[src/rtl/flag_context_controller.sv]
// Flag/CCR update arbiter with a LIFO of saved flag
// contexts for nested interrupt entry and RTI restore.
module flag_context_controller #(
  parameter int DEPTH        = 4,
  parameter int FLUSH_CYCLES = 2
) (
  input  logic       clk,
  input  logic       reset,
  input  logic       intReq,
  input  logic       rtiReq,
  input  logic       aluUpdate,
  input  logic [3:0] aluFlags,
  input  logic       setc,
  input  logic       clrc,
  input  logic [3:0] curFlags,
  output logic       updateStatus,
  output logic [1:0] carryFlag,
  output logic [3:0] newStatus,
  output logic [3:0] savedStatus,
  output logic       intAck,
  output logic       stall,
  output logic       busy,
  output logic       stackOverflow,
  output logic       stackUnderflow
);

  localparam int AW = $clog2(DEPTH);
  localparam int PW = AW + 1;

  typedef enum logic [1:0] {
    S_IDLE, S_SAVE, S_FLUSH, S_RESTORE
  } state_t;

  state_t          r_state, w_state_n;
  logic [PW-1:0]   r_ptr, w_ptr_n;
  logic [2:0]      r_cnt, w_cnt_n;
  logic [3:0]      r_stack [DEPTH];
  logic            r_upd, w_upd_n;
  logic [1:0]      r_cf, w_cf_n;
  logic [3:0]      r_ns, w_ns_n;
  logic [3:0]      r_ss, w_ss_n;
  logic            r_ack, w_ack_n;
  logic            r_stall, w_stall_n;
  logic            r_busy, w_busy_n;
  logic            r_ovf, w_ovf_n;
  logic            r_unf, w_unf_n;
  logic            w_push;
  logic            w_full;
  logic [AW-1:0]   w_wr_idx;
  logic [AW-1:0]   w_rd_idx;

  assign w_full   = (r_ptr == PW'(DEPTH));
  assign w_wr_idx = r_ptr[AW-1:0];
  assign w_rd_idx = AW'(r_ptr - 1'b1);

  always_comb begin
    w_state_n = r_state;
    w_ptr_n   = r_ptr;
    w_cnt_n   = r_cnt;
    w_upd_n   = 1'b0;
    w_cf_n    = 2'b00;
    w_ns_n    = r_ns;
    w_ss_n    = r_ss;
    w_ack_n   = 1'b0;
    w_stall_n = 1'b0;
    w_ovf_n   = r_ovf;
    w_unf_n   = r_unf;
    w_push    = 1'b0;
    unique case (r_state)
      S_IDLE: begin
        if (intReq) begin
          w_state_n = S_SAVE;
          w_ack_n   = 1'b1;
          w_stall_n = 1'b1;
          if (w_full) begin
            w_ovf_n = 1'b1;
          end else begin
            w_push  = 1'b1;
            w_ptr_n = r_ptr + 1'b1;
          end
        end else if (rtiReq) begin
          if (r_ptr != '0) begin
            w_state_n = S_RESTORE;
            w_ptr_n   = r_ptr - 1'b1;
            w_ss_n    = r_stack[w_rd_idx];
            w_upd_n   = 1'b1;
            w_cf_n    = 2'b10;
            w_stall_n = 1'b1;
          end else begin
            w_unf_n = 1'b1;
          end
        end else if (aluUpdate) begin
          w_upd_n = 1'b1;
          w_cf_n  = 2'b00;
          w_ns_n  = aluFlags;
        end else if (setc) begin
          w_upd_n = 1'b1;
          w_cf_n  = 2'b11;
        end else if (clrc) begin
          w_upd_n = 1'b1;
          w_cf_n  = 2'b01;
        end
      end
      S_SAVE: begin
        w_state_n = S_FLUSH;
        w_cnt_n   = 3'(FLUSH_CYCLES - 1);
        w_stall_n = 1'b1;
      end
      S_FLUSH: begin
        if (r_cnt == 3'd0) begin
          w_state_n = S_IDLE;
        end else begin
          w_cnt_n   = r_cnt - 3'd1;
          w_stall_n = 1'b1;
        end
      end
      S_RESTORE: begin
        w_state_n = S_IDLE;
      end
      default: w_state_n = S_IDLE;
    endcase
    w_busy_n = (w_state_n != S_IDLE);
  end

  always_ff @(posedge clk or negedge reset) begin
    if (!reset) begin
      r_state <= S_IDLE;
      r_ptr   <= '0;
      r_cnt   <= '0;
      r_upd   <= 1'b0;
      r_cf    <= 2'b00;
      r_ns    <= 4'b1000;
      r_ss    <= 4'b1000;
      r_ack   <= 1'b0;
      r_stall <= 1'b0;
      r_busy  <= 1'b0;
      r_ovf   <= 1'b0;
      r_unf   <= 1'b0;
      for (int i = 0; i < DEPTH; i++)
        r_stack[i] <= '0;
    end else begin
      r_state <= w_state_n;
      r_ptr   <= w_ptr_n;
      r_cnt   <= w_cnt_n;
      r_upd   <= w_upd_n;
      r_cf    <= w_cf_n;
      r_ns    <= w_ns_n;
      r_ss    <= w_ss_n;
      r_ack   <= w_ack_n;
      r_stall <= w_stall_n;
      r_busy  <= w_busy_n;
      r_ovf   <= w_ovf_n;
      r_unf   <= w_unf_n;
      if (w_push)
        r_stack[w_wr_idx] <= curFlags;
    end
  end

  assign updateStatus   = r_upd;
  assign carryFlag      = r_cf;
  assign newStatus      = r_ns;
  assign savedStatus    = r_ss;
  assign intAck         = r_ack;
  assign stall          = r_stall;
  assign busy           = r_busy;
  assign stackOverflow  = r_ovf;
  assign stackUnderflow = r_unf;

endmodule

[config.mk]
export PLATFORM = sky130hd
export DESIGN_NAME = flag_context_controller
export DESIGN_NICKNAME = d
export VERILOG_FILES = /design/src/rtl/flag_context_controller.sv
export SDC_FILE = /design/constraint.sdc
export NUM_CORES = 1
export LEC_CHECK = 0
export CAP_MARGIN = 30
export CORE_ASPECT_RATIO = 0.75
export CORE_MARGIN = 3
export CORE_UTILIZATION = 56
export CTS_CLUSTER_DIAMETER = 150
export DETAILED_ROUTE_END_ITERATION = 8
export GPL_TIMING_DRIVEN = 0
export PLACE_DENSITY = 0.81
export SYNTH_ARGS = -nofsm -noshare
export SYNTH_HDL_FRONTEND = slang
export SYNTH_SLANG_ARGS = --single-unit
[constraint.sdc]
create_clock -name clk -period 3.37 [get_ports clk]
set_clock_uncertainty 0.05 [all_clocks]
set_input_delay 0.674 -clock clk [delete_from_list [all_inputs] [get_ports clk]]
set_output_delay 0.674 -clock clk [all_outputs]
set_load 0.02 [all_outputs]
==> impl_metrics.env, run 1 <==
export IMPL_start_util=0.6154
export IMPL_cts_max_level=2
export IMPL_fill_cells=183
export IMPL_placementRows=17
export IMPL_cpLargestDelayFamily="buffers and inverters"
export IMPL_die_h_um=56.42
export IMPL_power_w=0.002182
export IMPL_syn_instance_count=135
export IMPL_max_stage_delay_ns=0.60
export IMPL_antenna_cells=0
export IMPL_hold_viol_final=0
export IMPL_path_clk_slew_ns=0.07
export IMPL_postRouteAntennaNets=0
export IMPL_hold_buffers=0
export IMPL_vdd_drop_max_mv=0.4320
export IMPL_syn_nets=157
export IMPL_clockRootBuffer="clkbuf_8"
export IMPL_grt_remaining_overflow=0
export IMPL_drv_slew=0
export IMPL_numCtsBuffers=5
export IMPL_place_congestion=0.7958
export IMPL_grt_max_degree=41
export IMPL_syn_avg_cell_area_um2=14.06
export IMPL_syn_area_um2=1898
export IMPL_rsz0062_at_grt="false"
export IMPL_drcViolationCount=0
export IMPL_fin_tns_setup_ns=0
export IMPL_fmax_mhz=467.8
export IMPL_drt_total_wl_um=3340
export IMPL_p_int_w=0.001428
export IMPL_crit_type="flop to output pin"
export IMPL_drt_iter0_markers=76
export IMPL_post_dp_hpwl_um=2428
export IMPL_worstPathRequired_ns=2.65
export IMPL_ys_types=39
export IMPL_groute_usage_overall=0.1826
export IMPL_place_inst=203
export IMPL_worstPathArrival_ns=1.41
export IMPL_layout_common_cells="38 x dfrtp_1, 29 x clkdlybuf4s50_1, 12 x mux2_4, 11 x mux2_2, 7 x ha_1"
export IMPL_cts_resized=0
export IMPL_fin_cells=210
export IMPL_period_needed_ns=2.138
export IMPL_synth_xor_area_share=0.01384
export IMPL_routedWlPerCell_um=15.90
export IMPL_status="completed"
export IMPL_crit_buf_inv=1
export IMPL_synthMuxAreaShare=0.2195
export IMPL_clkPwrFrac=0.135
export IMPL_coreArea_um2=3084
export IMPL_area_growth_pct=22.15
export IMPL_synth_compound_area_frac=0.04878
export IMPL_cts_sinks=40
export IMPL_p_sw_w=0.0007542
export IMPL_max_cap_violations=0
export IMPL_period_share=0.6344
export IMPL_setup_violations=0
export IMPL_layout_drive_gt1_share=0.2965
export IMPL_path_cells="clkdlybuf4s50_1"
export IMPL_ys_warn_count=0
export IMPL_power_density_nw_per_um2=941.3
export IMPL_final_common_cell="dfrtp_1"
export IMPL_crit_slowest_cell="clkdlybuf4s50_1"
export IMPL_cts_tree="built"
export IMPL_antenna_found_initial=0
export IMPL_cp_end_kind="output pin"
export IMPL_first_pass_iters=4
export IMPL_cts_buffer_depth=2
export IMPL_min_path_type="flop to flop"
export IMPL_fin_hold_ws_ns=0.4260
export IMPL_grt_pass1_vias=1201
export IMPL_power_frac_comb=0.478
export IMPL_nets=194
export IMPL_worstMarginPinSlew_ns=0.8642
export IMPL_post_cts_setup_buffer_count=0
export IMPL_synth_simple_area_share=0.1167
export IMPL_p_leak_nw=1.053
export IMPL_ys_ff_latch=40
export IMPL_ys_seq_area_frac=0.5287
export IMPL_utilization=0.7517
export IMPL_cp_max_fo=2
export IMPL_critPathLaunchType="flop"
export IMPL_seqPwrFrac=0.387
export IMPL_clk_latency_ns=0.28
export IMPL_via_count=1164
export IMPL_die_area_um2=4131
export IMPL_vias_per_cell=5.543
export IMPL_die_x_um=73.23
export IMPL_synth_fa_ha_area_frac=0.04614
export IMPL_pin_count=31
export IMPL_portBuffers=30
export IMPL_swShare=0.3456
export IMPL_grt_pass1_wl_um=5630
export IMPL_max_slew_margin_rel=0.4239
export IMPL_synth_top_family_by_area="multiplexers"
==> per-stage QoR <==
step	area, µm²	setup WS (ns)
after CTS	2318	1.221
after global routing	2318	1.193
final	2318	1.232
after detailed placement	2241	1.144
after global placement	2246	0.6959
after floorplan	1898	1.573
==> kinds of logic after synthesis <==
group,after synthesis
DFF,40
and+or+nand+nor,32
muxes,29
AOI/OAI and AO/OA,15
buffers and inverters,9
adders and majority gates,7
xor gates and xnor gates,3
==> cell type report <==
| class | count | area [µm²] | area share |
|---|---|---|---|
| Buffer | 3 | 27.53 | 0.01187 |
| Timing Repair Buffer | 30 | 295.3 | 0.1274 |
| Sequential cell | 40 | 1003 | 0.4328 |
| Inverter | 6 | 22.52 | 0.009714 |
| Clock inverter | 1 | 5.005 | 0.002159 |
| Clock buffer | 6 | 72.57 | 0.03130 |
| Tap cell | 38 | 47.55 | 0.02051 |
| Multi-Input combinational cell | 86 | 844.6 | 0.3643 |
==> cells in the mapped netlist (all sizes together) <==
cell type	count	area, µm²
nor3	4	31.28
nand2	6	32.53
inv	6	22.52
and4	1	11.26
o22ai	1	6.260
buf	3	27.52
nor4	3	18.77
a21oi	5	25.02
nor2b	3	21.27
ha	7	87.58
nand3b	1	20.02
dfrtp	38	950.9
o22a	1	8.760
o211ai	1	7.510
and4bb	1	12.51
xnor2	3	26.28
nand3	1	5.000
mux2	25	326.6
dfstp	2	52.55
a211oi	1	7.510
and2	1	8.760
nand2b	2	12.51
nor3b	1	7.510
or3	1	6.260
nor2	5	21.27
o21ai	4	20.01
mux4	4	90.09
a31o	2	17.52
nand4	2	12.51
==> layer usage <==
metal | track usage | vias up | wire, µm
met5 | 0 | - | 0
met4 | 0.05526 | 0 | 27
met3 | 0.06440 | 2 | 215
met2 | 0.2790 | 30 | 1452
met1 | 0.2436 | 572 | 1645
li1 | - | 560 | -
==> worst reg2reg max path: cells and delay by family (launching register included) <==
kind                       cells  cell delay, ns
and+or+nand+nor                3            0.60
DFF                            1            0.41
muxes                          1            0.31
buffers and inverters          2            0.29
adders and majority gates      1            0.25
==> final timing paths <==
| kind | startpoint | end | slack (ns) | cells after the start |
|---|---|---|---|---|
| worst max-delay path | savedStatus[3] | savedStatus[3] | 1.23 | 1 |
| worst min-delay path | stackOverflow | stackOverflow | 0.43 | 1 |
| worst max register to register | r_ptr[0] | savedStatus[1] | 1.36 | 7 |
| worst min register to register | stackOverflow | stackOverflow | 0.43 | 1 |
| max in group asynchronous | reset | r_ptr[0] | 2.28 | 1 |
| min in group asynchronous | reset | carryFlag[0] | 0.45 | 1 |
==> registers in the layout (all words and copies together), names as in the netlist <==
| signal | flops |
|---|---|
| r_stack | 16 |
| newStatus | 4 |
| savedStatus | 4 |
| r_cnt | 3 |
| r_ptr | 3 |
| carryFlag | 2 |
| r_state | 2 |
| busy | 1 |
| intAck | 1 |
| stackOverflow | 1 |
| stackUnderflow | 1 |
| stall | 1 |
| updateStatus | 1 |
==> power groups by stage <==
stage | registers [W] | clock network (W) | logic, W
2_1_floorplan | 0.000927 | 0 | 0.000643
3_3_place_gp | 0.000838 | 0 | 0.00102
4_1_cts | 0.000845 | 0.000299 | 0.00105
3_5_place_dp | 0.000854 | 0 | 0.00105
6_report | 0.000845 | 0.000294 | 0.00104
5_1_grt | 0.000872 | 0.000326 | 0.00113
Note: power is estimated with default switching activity, not from simulation.
==> inputs of run 2 (changes only) <==
CORE_UTILIZATION = 47   (was 56)
PLACE_DENSITY = 0.72   (was 0.81)
clock period = 1.9 ns   (was 3.37 ns; I/O delays follow)
==> impl_metrics.env, run 2 (same netlist as run 1, synthesis figures left out) <==
export IMPL_seqPwrFrac=0.373
export IMPL_portBuffers=30
export IMPL_post_dp_hpwl_um=2663
export IMPL_worstRegToRegCells=5
export IMPL_fin_area_um2=2404
export IMPL_place_congestion=0.7332
export IMPL_first_pass_iters=4
export IMPL_layout_common_cells="38 x dfrtp_1, 28 x clkdlybuf4s50_1, 13 x mux2_4, 10 x mux2_2, 6 x ha_1"
export IMPL_vdd_drop_max_mv=0.7247
export IMPL_cp_num_cells=1
export IMPL_swShare=0.3495
export IMPL_clkPwrFrac=0.128
export IMPL_endpoint="savedStatus[3]"
export IMPL_critPathLaunchType="flop"
export IMPL_cpLargestDelayFamily="buffers and inverters"
export IMPL_crit_slowest_cell="clkdlybuf4s50_1"
export IMPL_routedWlPerCell_um=16.01
export IMPL_drv_slew=0
export IMPL_cts_buffer_depth=2
export IMPL_worstReg2RegEnd="savedStatus[0]"
export IMPL_max_stage_delay_ns=0.59
export IMPL_power_density_nw_per_um2=1680
export IMPL_die_area_um2=4845
export IMPL_placementRows=19
export IMPL_coreArea_um2=3780
export IMPL_crit_type="flop to output pin"
export IMPL_max_cap_violations=0
export IMPL_pin_count=31
export IMPL_drt_total_wl_um=3634
export IMPL_p_int_w=0.002627
export IMPL_r2r_start="r_ptr[0]"
export IMPL_clk_latency_ns=0.28
export IMPL_utilization=0.6359
export IMPL_postRouteAntennaNets=0
export IMPL_regMostFlops="r_stack"
export IMPL_p_sw_w=0.001411
export IMPL_ff2ff_setup_slack_ns=0.07
export IMPL_max_slew_margin_rel=0.4261
export IMPL_rsz0062_at_grt="true"
export IMPL_dpl_cell_area_um2=2258
export IMPL_worstPathArrival_ns=1.41
export IMPL_fin_tns_setup_ns=0
export IMPL_numCtsBuffers=5
export IMPL_die_h_um=61.04
export IMPL_fmax_mhz=544.3
export IMPL_final_common_cell="dfrtp_1"
export IMPL_cp_end_kind="output pin"
export IMPL_path_clk_slew_ns=0.07
export IMPL_setup_violations=0
export IMPL_crit_buf_inv=1
export IMPL_antenna_cells=0
export IMPL_cts_max_level=2
export IMPL_clockRootBuffer="clkbuf_8"
export IMPL_groute_usage_overall=0.1695
export IMPL_via_count=1202
export IMPL_p_leak_nw=1.096
export IMPL_layout_drive_gt1_share=0.3314
export IMPL_period_share=0.9670
export IMPL_drcViolationCount=0
export IMPL_grt_pass1_vias=1211
export IMPL_worstPathRequired_ns=1.47
export IMPL_cts_tree="built"
export IMPL_nets=197
export IMPL_largest_reg_flops=16
export IMPL_place_inst=217
export IMPL_drt_iter0_markers=65
export IMPL_antenna_found_initial=0
export IMPL_period_needed_ns=1.837
export IMPL_start_util=0.5022
export IMPL_die_x_um=79.38
export IMPL_cp_max_fo=2
export IMPL_grt_max_degree=41
export IMPL_area_growth_pct=26.63
export IMPL_fin_hold_ws_ns=0.1564
export IMPL_cts_sinks=40
export IMPL_min_path_type="primary input to async pin"
export IMPL_fin_cells=227
export IMPL_path_cells="clkdlybuf4s50_1"
export IMPL_cp_startpoint="savedStatus[3]"
export IMPL_power_frac_comb=0.499
export IMPL_hold_viol_final=0
export IMPL_status="completed"
export IMPL_vias_per_cell=5.295
export IMPL_grt_remaining_overflow=0
export IMPL_grt_pass1_wl_um=5982
export IMPL_worstMarginPinSlew_ns=0.8609
==> run 2: cell count changes in the layout (fill, tap and decap cells not counted), sizes merged <==
cell	change
buf	+3
clkdlybuf4s50	-1
clkinvlp	+1
inv	-1
dlymetal6s2s	+1
==> run 2: through the flow <==
| stage | total power (W) | setup WS (ns) |
|---|---|---|
| floorplan | 0.002785 | 0.1026 |
| global placement | 0.003322 | -0.4828 |
| detailed placement | 0.003413 | -0.1203 |
| CTS | 0.004000 | 0.01846 |
| global route | 0.004303 | -0.007596 |
| finish | 0.004038 | 0.06269 |
==> run 2: power by group through the flow <==
stage / clock, W / sequential (W) / combinational (W)
after global placement: 0 / 0.00148 / 0.00184
after global routing: 0.000572 / 0.00155 / 0.00218
after detailed placement: 0 / 0.00152 / 0.00189
final: 0.000515 / 0.00151 / 0.00202
after CTS: 0.000541 / 0.00150 / 0.00196
after floorplan: 0 / 0.00164 / 0.00114
==> run 2: routing by layer <==
metal | wire [µm] | track usage | vias up
li1 | - | - | 564
met1 | 1665 | 0.2178 | 599
met2 | 1702 | 0.2746 | 32
met3 | 202 | 0.04971 | 7
met4 | 63 | 0.07353 | 0
met5 | 0 | 0 | -
==> run 2: repair_timing <==
action | 4_1_cts | 5_1_grt
hold buffers | 0 | 0
setup endpoints to repair | 4 | 20
endpoints found under the hold margin | 0 | 0
gates resized for setup | 2 | 8
pin swaps | 0 | 2
setup buffers | 2 | 1
==> run 2: final cells by class <==
type,count,area (µm²)
Clock buffer,6,72.57
Fill cell,268,1376
Buffer,3,27.53
Tap cell,52,65.06
Timing Repair Buffer,33,320.3
Inverter,6,26.28
Multi-Input combinational cell,86,883.3
Sequential cell,40,1003
Clock inverter,1,5.005
==> run 2: worst min path at each step <==
stage | slack [ns] | cells past startpoint | from | end
3_5_place_dp | 0.41 | 1 | stackUnderflow | stackUnderflow
6_report | 0.16 | 1 | reset | carryFlag[0]
5_1_grt | 0.23 | 1 | reset | carryFlag[1]
4_1_cts | 0.18 | 1 | reset | carryFlag[0]
3_3_place_gp | 0.40 | 1 | stackUnderflow | stackUnderflow
2_1_floorplan | 0.03 | 0 | reset | busy
